--- src/rtl/wb_scheduler.sv ---
// ---------------------------------------------------------------------------
// wb_scheduler
//   Writeback arbiter and register scoreboard for a three-unit pipeline.
//   Three execution units (ALU, LSU, MDU) compete for one register-file
//   write port through a round-robin arbiter. The winning request is written
//   one cycle after its grant. A 32-entry pending scoreboard tracks registers
//   that have an issued but not yet written result. It is used to stall WAW
//   issues and to answer RAW hazard queries.
//
// Ports
//   clk, rst_n            clock, asynchronous active-low reset
//   req_valid[2:0]        writeback requests: bit0 ALU, bit1 LSU, bit2 MDU
//   req_ready[2:0]        one-hot grant, combinational
//   req_rd[14:0]          destination of source i in bits [5i+4:5i]
//   req_data[3*XLEN-1:0]  data of source i in bits [XLEN*i +: XLEN]
//   wb_we/wb_rd/wb_data   registered register-file write port
//   iss_valid/iss_rd      issue-side reservation request
//   iss_ready             0 while iss_rd is already pending (WAW stall)
//   rs1/rs2               hazard query addresses
//   rs1_busy/rs2_busy     pending bit of rs1/rs2, combinational
//   pending[31:0]         scoreboard, bit 0 always 0
// ---------------------------------------------------------------------------
module wb_scheduler #(
  parameter int XLEN = 32
) (
  input  logic                clk,
  input  logic                rst_n,
  input  logic [2:0]          req_valid,
  output logic [2:0]          req_ready,
  input  logic [14:0]         req_rd,
  input  logic [3*XLEN-1:0]   req_data,
  output logic                wb_we,
  output logic [4:0]          wb_rd,
  output logic [XLEN-1:0]     wb_data,
  input  logic                iss_valid,
  input  logic [4:0]          iss_rd,
  output logic                iss_ready,
  input  logic [4:0]          rs1,
  input  logic [4:0]          rs2,
  output logic                rs1_busy,
  output logic                rs2_busy,
  output logic [31:0]         pending
);

  // Source fields unpacked into per-source arrays
  logic [4:0]      src_rd   [3];
  logic [XLEN-1:0] src_data [3];

  genvar gi;
  generate
    for (gi = 0; gi < 3; gi++) begin : g_src
      assign src_rd[gi]   = req_rd[5*gi +: 5];
      assign src_data[gi] = req_data[XLEN*gi +: XLEN];
    end
  endgenerate

  // State
  logic [1:0]      rr_ptr_reg;
  logic            wb_we_reg;
  logic [4:0]      wb_rd_reg;
  logic [XLEN-1:0] wb_data_reg;
  logic [31:0]     pending_reg;

  // Arbiter scratch
  logic [1:0]      scan_idx;
  logic [1:0]      grant_idx;
  logic            grant_any;

  function automatic logic [1:0] wrap_inc(input logic [1:0] p);
    return (p == 2'd2) ? 2'd0 : p + 2'd1;
  endfunction

  // Round-robin search starting at rr_ptr_reg, ascending with wrap 2 -> 0.
  always_comb begin
    grant_any = 1'b0;
    grant_idx = 2'd0;
    scan_idx  = rr_ptr_reg;
    for (int k = 0; k < 3; k++) begin
      if (!grant_any && req_valid[scan_idx]) begin
        grant_any = 1'b1;
        grant_idx = scan_idx;
      end
      scan_idx = wrap_inc(scan_idx);
    end
  end

  // Grants are held off while reset is asserted.
  assign req_ready = (grant_any && rst_n) ? (3'b001 << grant_idx) : 3'b000;

  // Issue side: stall only when the destination already has a result in flight.
  logic iss_fire;
  assign iss_ready = !((iss_rd != 5'd0) && pending_reg[iss_rd]);
  assign iss_fire  = iss_valid && iss_ready;

  // Scoreboard update. The set is applied after the clear so a reservation
  // wins over a same-edge writeback to the same register.
  logic [31:0] set_vec;
  logic [31:0] clr_vec;
  logic [31:0] pending_next;

  assign set_vec      = iss_fire  ? (32'h1 << iss_rd)    : 32'h0;
  assign clr_vec      = wb_we_reg ? (32'h1 << wb_rd_reg) : 32'h0;
  assign pending_next = ((pending_reg & ~clr_vec) | set_vec) & ~32'h1;

  always_ff @(posedge clk or negedge rst_n) begin
    if (!rst_n) begin
      rr_ptr_reg  <= 2'd0;
      wb_we_reg   <= 1'b0;
      wb_rd_reg   <= 5'd0;
      wb_data_reg <= '0;
      pending_reg <= 32'h0;
    end else begin
      pending_reg <= pending_next;
      if (grant_any) begin
        // A grant with rd=0 is consumed and rotates the pointer but never writes.
        rr_ptr_reg  <= wrap_inc(grant_idx);
        wb_we_reg   <= (src_rd[grant_idx] != 5'd0);
        wb_rd_reg   <= src_rd[grant_idx];
        wb_data_reg <= src_data[grant_idx];
      end else begin
        wb_we_reg   <= 1'b0;
      end
    end
  end

  assign wb_we    = wb_we_reg;
  assign wb_rd    = wb_rd_reg;
  assign wb_data  = wb_data_reg;
  assign pending  = pending_reg;

  // No bypass: a busy bit drops only once the scoreboard itself has cleared.
  assign rs1_busy = (rs1 != 5'd0) && pending_reg[rs1];
  assign rs2_busy = (rs2 != 5'd0) && pending_reg[rs2];

endmodule

--- config.mk ---
export PLATFORM = sky130hd
export DESIGN_NAME = wb_scheduler
export DESIGN_NICKNAME = d
export VERILOG_FILES = /design/src/rtl/wb_scheduler.sv
export SDC_FILE = /design/constraint.sdc
export NUM_CORES = 1
export LEC_CHECK = 0
export BUFFER_PORTS_ARGS = -buffer_cell sky130_fd_sc_hd__clkbuf_2
export CAP_MARGIN = 30
export CORE_ASPECT_RATIO = 0.7
export CORE_MARGIN = 3
export CORE_UTILIZATION = 45
export CTS_BUF_LIST = sky130_fd_sc_hd__clkbuf_8
export CTS_CLUSTER_SIZE = 30
export DETAILED_ROUTE_END_ITERATION = 8
export PLACE_DENSITY = 0.9
export SYNTH_ARGS = -nofsm -noshare
export SYNTH_HDL_FRONTEND = slang
export SYNTH_SLANG_ARGS = --single-unit
export TNS_END_PERCENT = 20
--- constraint.sdc ---
create_clock -name clk -period 4.3 [get_ports clk]
set_input_delay 0.86 -clock clk [delete_from_list [all_inputs] [get_ports clk]]
set_output_delay 0.86 -clock clk [all_outputs]
set_load 0.02 [all_outputs]
==> flow_summary_export.csv <==
group,metric,value,unit
sta,final.setup.tns,0,ps
yosys,synth.top_cell.area_share,42.7,%
job,max_cap_viol_count,0,
die,fp.coreArea,0.00872,mm^2
placed_design,buffer_ports.inserted,206,
cts,clock_sinks,71,
die,die_area,0.0105,mm^2
cts,cts.root.buffer_cell,"sky130_fd_sc_hd__clkbuf_8",
pwr,report.power.total,3190,uW
final_layout,fill_cells,743,
cts,cts.reportedPaths.clkPinSlew,80,ps
worst_setup_path,r2r_start,"rr_ptr_reg[1]$_DFFE_PN0N_",
sta,timing.slew.headroom,52.9,%
sta,max_slew.worst_pin.slew,706,ps
sta,final-max-slew-violation-count,0,
placed_design,dp_hpwl,11100,um
placed_design,place_worst_setup_slack,738,ps
cts,post-cts-setup-buffer-count,0,
drt,via_count,4501,
yosys,post_synth_edffs,0,
cts,cts_inserted_buffers,9,
cts,clock_latency,350,ps
cts,cts_tree,"yes",
final_layout,fin_nets,730,
sta,setup_slack,742,ps
worst_setup_path,category_of_the_worst_setup_path_capture_point,"output port",
placed_design,gpl.final_weighted_congestion,0.991,
drt,ant_nets,0,
sta,final.period_utilization,82.8,%
worst_setup_path,cp_cell_sequence,"clkbuf_2 -> mux4_1 -> mux4_1 -> mux2i_1 -> clkbuf_2",
yosys,synth_cells,404,
pwr,power_per_cell_area,584,mW/mm^2
yosys,synth_sequential_area_ratio,42.7,%
final_layout,multi_input_area,0.00222,mm^2
yosys,synth_top_flop_cell,"sky130_fd_sc_hd__dfrtp_1",
worst_setup_path,timing.critical_path.slowest_stage_cell,"sky130_fd_sc_hd__mux4_1",
worst_setup_path,buffer_and_inverter_count_on_the_worst_path,2,
drt,detail_route.vias_per_cell,6.23,
pwr,total_leakage_power,0.00261,uW
sta,setup_viol,0,
final_layout,n_antenna_cell,0,
pwr,power.ir.vdd_worst,277,uV
yosys,netlist_top_cells_area,"sky130_fd_sc_hd__dfrtp_1 43%, sky130_fd_sc_hd__mux4_2 11%, sky130_fd_sc_hd__a22oi_1 10%",
global_route,number_of_antenna_violations_at_the_first_check_in_global_routing,0,
yosys,synth_top_cells_by_count,"71 x sky130_fd_sc_hd__dfrtp_1, 71 x sky130_fd_sc_hd__o21ai_0, 57 x sky130_fd_sc_hd__a22oi_1",
yosys,post_synth.cell_area_avg,10.3,um^2
drt,drc_errors,0,
cts,hold_fix_buffers_at_cts,0,
worst_setup_path,worst_path_dominant_cell_family,"multiplexers",
cts,clk_path_buf_depth,2,
worst_setup_path,timing.critical_path.slowest_cell_delay,630,ps
sta,grt_setup_unrepaired,"no",
final_layout,layout.area.seq,0.00178,mm^2
die,floorplan.initialDensity,47.7,%
yosys,syn-num-nets,536,
worst_hold_path,min-delay-path-class,"in -> async",
global_route,grt_first_pass_wirelength,22600,um
yosys,synth_cell_types,47,
worst_setup_path,timing.setup.critical_path_class,"in -> out",
worst_setup_path,critPathMaxFanout,16,
outcome,outcome,"finished clean",
yosys,yosysWarnings,0,
drt,detail_route.first_pass.iterations,5,
worst_setup_path,worst-path-stages,5,
final_layout,syn_to_final_growth,31.2,%
worst_setup_path,startpoint_type,"input pin",
global_route,grt_use_total,27.5,%
worst_setup_path,reg2reg_to,"wb_data[6]$_DFFE_PN0N_",
die,die_y,86.5,um
yosys,syn_area,0.00416,mm^2
placed_design,detailed_place.area,0.00525,mm^2
yosys,yosys_register_bits,71,
die,io_pins,208,
sta,fin_skew,8.52,ps
sta,max_clock_freq,0.281,GHz
worst_setup_path,r2r_cells,5,
die,die-width,121,um
sta,report.final.hold_viol_count,0,
cts,cts_max_level,3,
worst_setup_path,reg2reg_slack,2080,ps
die,placementRows,28,
drt,avgRoutedWirePerCell,19.7,um
final_layout,drive_above_1_share,43.0,%
final_layout,largest_reg_flops,32,
cts,post_cts.resized_instances,0,
global_route,grt_overflow,0,
final_layout,post-route-cell-area,0.00546,mm^2
drt,drt_wl_total,14200,um
yosys,synth_async_sr_flop_share,100,%
drt,dr.first_iter.drc_count,485,
yosys,netlist.top_cell.by_area,"sky130_fd_sc_hd__dfrtp_1",
worst_setup_path,critPathArrivalTime,2700,ps
global_route,number_of_global_route_vias_before_repair,4549,
sta,period_minus_slack,3560,ps
global_route,grt_max_degree,44,
worst_setup_path,worstPathRequired,3440,ps
-- layout make-up --
class,instances,area share (%)
Tap cell,120,2.75
Inverter,6,0.412
Timing Repair Buffer,213,19.8
Clock inverter,6,1.58
Multi-Input combinational cell,297,40.6
Sequential cell,71,32.5
Clock buffer,9,2.27
-- metrics by stage --
stage | utilization [%] | hold slack, ps | instances
after floorplan | - | 533 | 404
after global placement | 60.2 | 492 | 707
after detailed placement | 60.2 | 498 | 707
after CTS | 62.6 | 354 | 722
after global routing | 62.6 | 360 | 722
final | 62.6 | 365 | 722
-- cell usage in the layout, fill, tap and decap left out, types with 7 or more instances in the layout --
cell type	netlist	final
sky130_fd_sc_hd__clkbuf_2	0	205
sky130_fd_sc_hd__mux4_2	21	21
sky130_fd_sc_hd__buf_4	1	7
sky130_fd_sc_hd__a31oi_1	10	10
sky130_fd_sc_hd__nand3_1	7	7
sky130_fd_sc_hd__a22oi_1	57	57
sky130_fd_sc_hd__nand2_1	40	40
sky130_fd_sc_hd__clkbuf_8	0	9
sky130_fd_sc_hd__o21ai_0	71	71
sky130_fd_sc_hd__nand2b_1	8	8
sky130_fd_sc_hd__dfrtp_1	71	71
sky130_fd_sc_hd__nor2_1	15	15
-- power breakdown --
| group | switching [uW] | internal (uW) |
|---|---|---|
| registers | 331 | 897 |
| clock network | 261 | 322 |
| logic | 794 | 582 |
-- cells by family after synthesis --
| group | count (synthesis) | synth area share [%] |
|---|---|---|
| compound gates | 160 | 24.5 |
| simple gates | 103 | 12.5 |
| buf+inv | 36 | 4.18 |
| other cells | 1 | 0.0901 |
| mux | 33 | 16.0 |
| flops | 71 | 42.7 |
-- worst reg2reg max path: cells and delay by family (launching register included) --
family / cells / cell delay [ps]
AO/OA/AOI/OAI: 3 / 770
AND/OR/NAND/NOR: 1 / 530
flip-flops: 1 / 450
buffers and inverters: 1 / 380
-- routing by layer --
layer / track usage, % / up-vias / wire length [um] / part of all wire (%)
met5: 0 / - / 0 / 0
met4: 10.8 / 0 / 441 / 3.1
met3: 6.20 / 45 / 1380 / 9.7
met2: 47.1 / 322 / 7030 / 49
met1: 34.4 / 2181 / 5380 / 38
li1: - / 1953 / - / -
-- how the worst max path moves through the flow --
stage	from	end	slack, ps
CTS	iss_rd[0]	iss_ready	740
finish	iss_rd[0]	iss_ready	740
global placement	iss_rd[0]	iss_ready	790
detailed placement	iss_rd[0]	iss_ready	740
floorplan	iss_rd[1]	iss_ready	910
global route	iss_rd[0]	iss_ready	640
No activity file was read; power rests on OpenSTA's default activity.
